### src/rtl/id_fwd_stage.sv
// Decode-side operand stage: operand forwarding from EX/MEM, load-use interlock,
// registered ID/EX boundary with stall/flush control and a saturating bubble counter.
module id_fwd_stage #(
    parameter int DATA_W   = 16,
    parameter int ADDR_W   = 4,
    parameter int OP_W     = 3,
    parameter int CNT_W    = 8,
    parameter bit ZERO_REG = 1'b0
) (
    input  logic              clk,
    input  logic              rst,
    input  logic              dec_valid_i,
    input  logic              dec_re0_i,
    input  logic              dec_re1_i,
    input  logic [ADDR_W-1:0] dec_addr0_i,
    input  logic [ADDR_W-1:0] dec_addr1_i,
    input  logic              dec_imm_sel1_i,
    input  logic [DATA_W-1:0] dec_imm_i,
    input  logic [OP_W-1:0]   dec_aluop_i,
    input  logic [OP_W-1:0]   dec_alusel_i,
    input  logic              dec_we_i,
    input  logic [ADDR_W-1:0] dec_waddr_i,
    input  logic              dec_load_i,
    input  logic [DATA_W-1:0] rf_data0_i,
    input  logic [DATA_W-1:0] rf_data1_i,
    input  logic [DATA_W-1:0] ex_wdata_i,
    input  logic              mem_we_i,
    input  logic [ADDR_W-1:0] mem_waddr_i,
    input  logic [DATA_W-1:0] mem_wdata_i,
    input  logic              stall_i,
    input  logic              flush_i,
    output logic              valid_o,
    output logic              we_o,
    output logic              load_o,
    output logic [ADDR_W-1:0] waddr_o,
    output logic [OP_W-1:0]   aluop_o,
    output logic [OP_W-1:0]   alusel_o,
    output logic [DATA_W-1:0] op0_o,
    output logic [DATA_W-1:0] op1_o,
    output logic              stall_req_o,
    output logic [CNT_W-1:0]  bubble_cnt_o
);

    logic              zero0, zero1;
    logic              ex_hit0, ex_hit1;
    logic              mem_hit0, mem_hit1;
    logic              reg_rd1;
    logic              haz0, haz1, hazard;
    logic [DATA_W-1:0] op0_sel, op1_sel;

    // Address 0 is hard-wired only when ZERO_REG is set; it is then never a forward or hazard source.
    assign zero0 = ZERO_REG && (dec_addr0_i == '0);
    assign zero1 = ZERO_REG && (dec_addr1_i == '0);

    assign ex_hit0  = valid_o & we_o & (waddr_o == dec_addr0_i);
    assign ex_hit1  = valid_o & we_o & (waddr_o == dec_addr1_i);
    assign mem_hit0 = mem_we_i & (mem_waddr_i == dec_addr0_i);
    assign mem_hit1 = mem_we_i & (mem_waddr_i == dec_addr1_i);

    assign reg_rd1 = dec_re1_i & ~dec_imm_sel1_i;

    always_comb begin
        op0_sel = rf_data0_i;
        if (!dec_re0_i || zero0) op0_sel = '0;
        else if (ex_hit0)        op0_sel = ex_wdata_i;
        else if (mem_hit0)       op0_sel = mem_wdata_i;
    end

    always_comb begin
        op1_sel = rf_data1_i;
        if (dec_imm_sel1_i)           op1_sel = dec_imm_i;
        else if (!dec_re1_i || zero1) op1_sel = '0;
        else if (ex_hit1)             op1_sel = ex_wdata_i;
        else if (mem_hit1)            op1_sel = mem_wdata_i;
    end

    assign haz0   = dec_re0_i & ~zero0 & (dec_addr0_i == waddr_o);
    assign haz1   = reg_rd1   & ~zero1 & (dec_addr1_i == waddr_o);
    assign hazard = dec_valid_i & valid_o & load_o & we_o & (haz0 | haz1);

    assign stall_req_o = hazard & ~flush_i;

    always_ff @(posedge clk or negedge rst) begin
        if (!rst) begin
            valid_o      <= 1'b0;
            we_o         <= 1'b0;
            load_o       <= 1'b0;
            waddr_o      <= '0;
            aluop_o      <= '0;
            alusel_o     <= '0;
            op0_o        <= '0;
            op1_o        <= '0;
            bubble_cnt_o <= '0;
        end else if (flush_i || (!stall_i && hazard)) begin
            valid_o  <= 1'b0;
            we_o     <= 1'b0;
            load_o   <= 1'b0;
            waddr_o  <= '0;
            aluop_o  <= '0;
            alusel_o <= '0;
            op0_o    <= '0;
            op1_o    <= '0;
            // Only interlock bubbles are counted, never flushes.
            if (!flush_i && bubble_cnt_o != '1)
                bubble_cnt_o <= bubble_cnt_o + 1'b1;
        end else if (!stall_i) begin
            valid_o  <= dec_valid_i;
            we_o     <= dec_we_i;
            load_o   <= dec_load_i;
            waddr_o  <= dec_waddr_i;
            aluop_o  <= dec_aluop_i;
            alusel_o <= dec_alusel_i;
            op0_o    <= op0_sel;
            op1_o    <= op1_sel;
        end
    end

endmodule

### config.mk
export PLATFORM = sky130hd
export DESIGN_NAME = id_fwd_stage
export DESIGN_NICKNAME = d
export VERILOG_FILES = /design/src/rtl/id_fwd_stage.sv
export SDC_FILE = /design/constraint.sdc
export NUM_CORES = 1
export LEC_CHECK = 0
export BUFFER_PORTS_ARGS = -buffer_cell sky130_fd_sc_hd__buf_2
export CAP_MARGIN = 5
export CORE_ASPECT_RATIO = 1.1
export CORE_MARGIN = 5
export CORE_UTILIZATION = 35
export CTS_BUF_LIST = sky130_fd_sc_hd__clkbuf_4 sky130_fd_sc_hd__clkbuf_8
export CTS_CLUSTER_SIZE = 8
export DETAILED_ROUTE_END_ITERATION = 10
export SLEW_MARGIN = 20
export SYNTH_ARGS = -nofsm -noshare
export SYNTH_HDL_FRONTEND = slang
export SYNTH_SLANG_ARGS = --single-unit
export TNS_END_PERCENT = 100
### constraint.sdc
create_clock -name clk -period 1.87 [get_ports clk]
set_input_delay 0.0935 -clock clk [delete_from_list [all_inputs] [get_ports clk]]
set_output_delay 0.0935 -clock clk [all_outputs]
set_load 0.05 [all_outputs]
-- Word-level counts from Yosys, hierarchy flattened
Index checks and enable logic that the tools add are counted.
- register bits after elaboration: 53
- input bits: 113
- output and inout port bits: 54
- word-level logic and storage cells: 63
- $add $sub $neg: 1
- eq/ne operators: 8
- muxes and demuxes: 23
- bitwise gates (word level): 16
- reductions and logical operators: 6
- operator list (kind ; count):
    $mux 16 ; 11
    $eq 4x4->1 ; 6
    $and 1x1->1 ; 13
    $mux 3 ; 4
    $add 8x1->8 const B ; 1
    $mux 4 ; 2
    $ne 8x8->1 const B ; 1
    $mux 1 ; 6
    $logic_and 1x1->1 ; 2
    $logic_not 1->1 ; 2
    $ne 2x1->1 const B ; 1
    $not 1->1 ; 2
    $reduce_and 2->1 ; 1
    $logic_or 1x1->1 ; 1
    $or 1x1->1 ; 1

-- Depth between registers and ports, before layout
- depth after elaboration: 8
- gate-level depth with buffers: 8
- gate-level depth less buffers: 6

-- Least setup slack after synthesis
OpenSTA, ideal clock, no wires.
- path kind: reg-to-output
- start point: reg valid_o
- end point: out stall_req_o
- arrival time: 2092 ps
- required time: 1776 ps
- path slack: -316 ps
- cell stages (with the launch flop): 5
- buffers on the path: 0
- cells stage by stage: dfrtp_1 nand2_1 or3_1 o22a_2 nor2_1
- word-level cells in the longest chain between the ends: 5
- ends and longest elaborated chain (what ; line ; RTL):
    from (decl) ; 32 ; output logic valid_o,
    from (signal assigned) ; 107 ; valid_o <= dec_valid_i;
    $and 1x1->1 (4 in series) ; 79 ; assign hazard = dec_valid_i & valid_o & load_o & we_o & (haz0 | haz1);
    $and 1x1->1 ; 81 ; assign stall_req_o = hazard & ~flush_i;
    to (decl) ; 40 ; output logic stall_req_o,
No other way between the ends.

-- Final worst setup path
- start point: reg we_o
- end point: out stall_req_o
- word-level cells in the longest chain between the ends: 3
- ends and longest elaborated chain (what ; line ; RTL):
    from (decl) ; 33 ; output logic we_o,
    from (signal assigned) ; 108 ; we_o <= dec_we_i;
    $and 1x1->1 (2 in series) ; 79 ;
    $and 1x1->1 ; 81 ;
No other way between the ends.

==> impl_metrics.ini <==
[routing]
first_iter_violations = 154
route.top_layer_used = met4
wl_met3_um = 853
avgRoutedWirePerCell_um = 19.42
routed_via_count_divided_by_cell_count = 5.662
number_of_routed_nets_with_antenna_violations = 0
met1_length_um = 5317
dr_total_vias = 3556
final_routed_wirelength_across_all_metal_layers_um = 12200
drc = 0
dr.pass1.iters = 4
wl_met2_um = 5746

[floorplanning]
die-width_um = 101.5
ios = 167
height_of_the_chip_um = 110.7
core.rowCount = 36
die_area_um2 = 11240
floorplan.initialDensity_pct = 36.17
placeableCoreArea_um2 = 8919

[sta]
setup_total_negative_slack_ns = 0
final-setup-viol-count = 0
tightest_slew_ns = 0.6120
grt_setup_unrepaired = true
layout_min_cycle_time_ns = 1.800
final-hold-violation-count = 0
final-max-slew-violation-count = 0
timing.slew.headroom_pct = 59.20
final.setup_skew_ns = 0.007107
fin_crit_sh_pct = 96.27
fmaxAchievable_ghz = 0.5555

[critical_path]
reg2reg_setup_slack_ns = 0.09
arrival_ns = 1.71
critPathCapture = stall_req_o
crit_required_ns = 1.78
r2r-start = we_o
path_class = reg -> out
critPathLaunchType = flip-flop
timing.reg2reg.worst_path_depth = 6
critical_path_peak_fanout = 7
end_kind = primary output
regToRegEndpoint = bubble_cnt_o[5]
crit_path_start = we_o

[final_layout]
fin_nets = 627
layout-drive-gt1-share_pct = 44.16
finish.cell_count_without_fillers = 628
fillerInstances = 915
antenna_cells = 0
finalInstanceArea_um2 = 4424
fin_util_pct = 49.61
area_growth_pct = 37.16

[cts]
clk-insertion-delay-late_ns = 0.30
clock_tree.buffer_depth = 2
tritoncts.num_buffers = 5
clkSinkCount = 53
tritoncts = yes
clockRootBuffer = sky130_fd_sc_hd__clkbuf_8
clkTransAtPathRegs_ns = 0.10
cts-htree-levels = 2

[hold_path]
min_path_type = in -> reg

[logic_synthesis]
dominant_combinational_cell_family_by_area_after_synthesis = compound AO/OA/AOI/OAI gates
synth-async-reset-ratio_pct = 100.0
synthSimpleGateAreaFrac_pct = 18.19
mappedNetlistArea_um2 = 3226
synthAdderAreaFrac_pct = 0.3879
synth-xor-area-share_pct = 6.711
synth_mux_area_share_pct = 0.3491
synth_compound_area_share_pct = 27.42
yosysWarnings = 0
seq_area_frac_synth_pct = 41.12
syn_area_per_cell_um2 = 9.035
synth.net_count = 471
synth_top_cell_by_area = sky130_fd_sc_hd__dfrtp_1
yosys_register_bits = 53
top_ff_cell_synth = sky130_fd_sc_hd__dfrtp_1
synth_top_area_share_pct = 41.12
number_of_flops_mapped_to_enable_cells_by_yosys = 0
postSynthCellCount = 357
synth.lib_cells_used.distinct = 33
post_synth_main_area_contributors = sky130_fd_sc_hd__dfrtp_1, sky130_fd_sc_hd__o31ai_1, sky130_fd_sc_hd__o22ai_1, sky130_fd_sc_hd__nand3_1, sky130_fd_sc_hd__nor3_1

[power]
leakagePower_nw = 2.083
vdd_ir_drop_max_mv = 0.2906
p_per_area_nw_per_um2 = 611.5

[status]
outcome = completed

[placed_design]
post-dp-hpwl_um = 9156
quantity_of_i_o_buffers_inserted_on_ports = 166
gp_congestion = 0.9224
detailed_place.area_um2 = 4163
dp_cells = 612

[global_routing]
grt_pass1_wl_um = 18620
antenna_found_initial = 0
grt.overflow.total = 0
grt_start_max_net_pins = 65
grt_pass1_vias = 3522
grt.total_usage_pct = 20.59

[run]
max_cap_violations = 0
[cells in the mapped netlist, types with 2 or more instances]
library cell               count
sky130_fd_sc_hd__buf_6         4
sky130_fd_sc_hd__nor3_1       35
sky130_fd_sc_hd__clkbuf_2      2
sky130_fd_sc_hd__o31ai_1      32
sky130_fd_sc_hd__clkbuf_1     27
sky130_fd_sc_hd__nand3_1      37
sky130_fd_sc_hd__o22ai_1      32
sky130_fd_sc_hd__xnor2_1      14
sky130_fd_sc_hd__xor2_1        7
sky130_fd_sc_hd__nand4_2       2
sky130_fd_sc_hd__or2_2         2
sky130_fd_sc_hd__a32oi_1      16
sky130_fd_sc_hd__buf_2         4
sky130_fd_sc_hd__and3_1        3
sky130_fd_sc_hd__a21oi_1      32
sky130_fd_sc_hd__nor2_1        3
sky130_fd_sc_hd__nand2_1      22
sky130_fd_sc_hd__a22o_1       13
sky130_fd_sc_hd__dfrtp_1      53
sky130_fd_sc_hd__nor3b_1       3
sky130_fd_sc_hd__xnor2_2       2
[worst max-delay path, cell delays in order, from the launching register on]
cell                      delay, ns
sky130_fd_sc_hd__dfrtp_2       0.39
sky130_fd_sc_hd__nand2_2       0.07
sky130_fd_sc_hd__or3_4         0.40
sky130_fd_sc_hd__o22a_4        0.29
sky130_fd_sc_hd__nor2_4        0.09
sky130_fd_sc_hd__buf_6         0.16
[power by group]
group,internal [W],switching (W),leakage (nW)
clock network,0.000302,0.000397,0.0512
registers,0.00120,0.0000357,0.707
logic,0.000272,0.000502,1.33
[area by class of cell]
type	instances	area, µm²	share of cell area (%)
Multi-Input combinational cell	266	1824	41.23
Sequential cell	53	1336	30.20
Timing Repair Buffer	186	1021	23.08
Tap cell	114	142.6	3.224
Clock buffer	6	82.58	1.867
Clock inverter	2	13.76	0.3111
Inverter	1	3.754	0.08484
[through the flow]
stage               setup WS (ns)  total power, W  hold slack, ns
detailed placement       0.007211        0.001996          0.1155
finish                    0.06982        0.002706        0.007193
global placement           0.1099        0.001990          0.1085
floorplan                0.008712        0.001693         -0.2021
global route             -0.01827        0.002832        0.004136
CTS                      0.003667        0.002703        0.002712
[kinds of logic (layout without fill, tap and decap cells)]
kind of cell             count (synthesis)  in the layout
AND/OR/NAND/NOR                        113            113
buffers and inverters                   39            195
AO/OA/AOI/OAI                          127            128
adder cells (fa/ha/maj)                  1              1
flip-flops                              53             53
multiplexers                             1              1
XOR/XNOR                                23             23
[flip-flops by register name (all words and copies together), names as in the netlist]
register,flops
op0_o,16
op1_o,16
bubble_cnt_o,8
waddr_o,4
aluop_o,3
alusel_o,3
load_o,1
valid_o,1
we_o,1
[cell usage in the layout, fill, tap and decap left out, drive strengths merged]
| cell | Yosys | routed |
|---|---|---|
| inv | 1 | 1 |
| o22a | 1 | 1 |
| xor2 | 7 | 7 |
| o221a | 1 | 2 |
| or3 | 2 | 2 |
| o22ai | 32 | 32 |
| nor2 | 3 | 3 |
| nand2b | 2 | 2 |
| nand4 | 2 | 2 |
| dfrtp | 53 | 53 |
| and3 | 3 | 3 |
| o31ai | 32 | 32 |
| dlygate4sd3 | 0 | 2 |
| a22o | 13 | 13 |
| clkbuf | 29 | 6 |
| nor2b | 1 | 1 |
| nor3b | 3 | 3 |
| a21oi | 32 | 32 |
| nor3 | 35 | 35 |
| nand2 | 22 | 22 |
| or2 | 2 | 2 |
| mux2 | 1 | 1 |
| ha | 1 | 1 |
| nand3 | 38 | 38 |
| a32oi | 16 | 16 |
| clkinv | 0 | 2 |
| xnor2 | 16 | 16 |
| buf | 9 | 184 |
[layer usage]
layer / global-route usage, % / up-vias
li1: - / 1690
met1: 29.63 / 1693
met2: 31.50 / 155
met3: 2.958 / 18
met4: 6.738 / 0
met5: 0 / -
[worst min-delay path by stage]
| stage | from | to | slack [ns] | depth (start not counted) |
|---|---|---|---|---|
| floorplan | rst | aluop_o[0] | -0.20 | 0 |
| finish | dec_load_i | load_o | 0.007 | 2 |
| global route | dec_waddr_i[0] | waddr_o[0] | 0.004 | 2 |
| CTS | dec_aluop_i[1] | aluop_o[1] | 0.003 | 2 |
| global placement | rst | bubble_cnt_o[5] | 0.11 | 2 |
| detailed placement | rst | bubble_cnt_o[5] | 0.12 | 2 |
[timing repair]
item                                    4_1_cts  5_1_grt
hold buffers                                  1        1
endpoints found under the hold margin        53        1
gates cloned                                  0        1
resized for setup                             3       13
endpoints found under the setup margin        2       34
pin swaps                                     1        5
buffers inserted                              0        5
(Power assumes the default switching activity.)
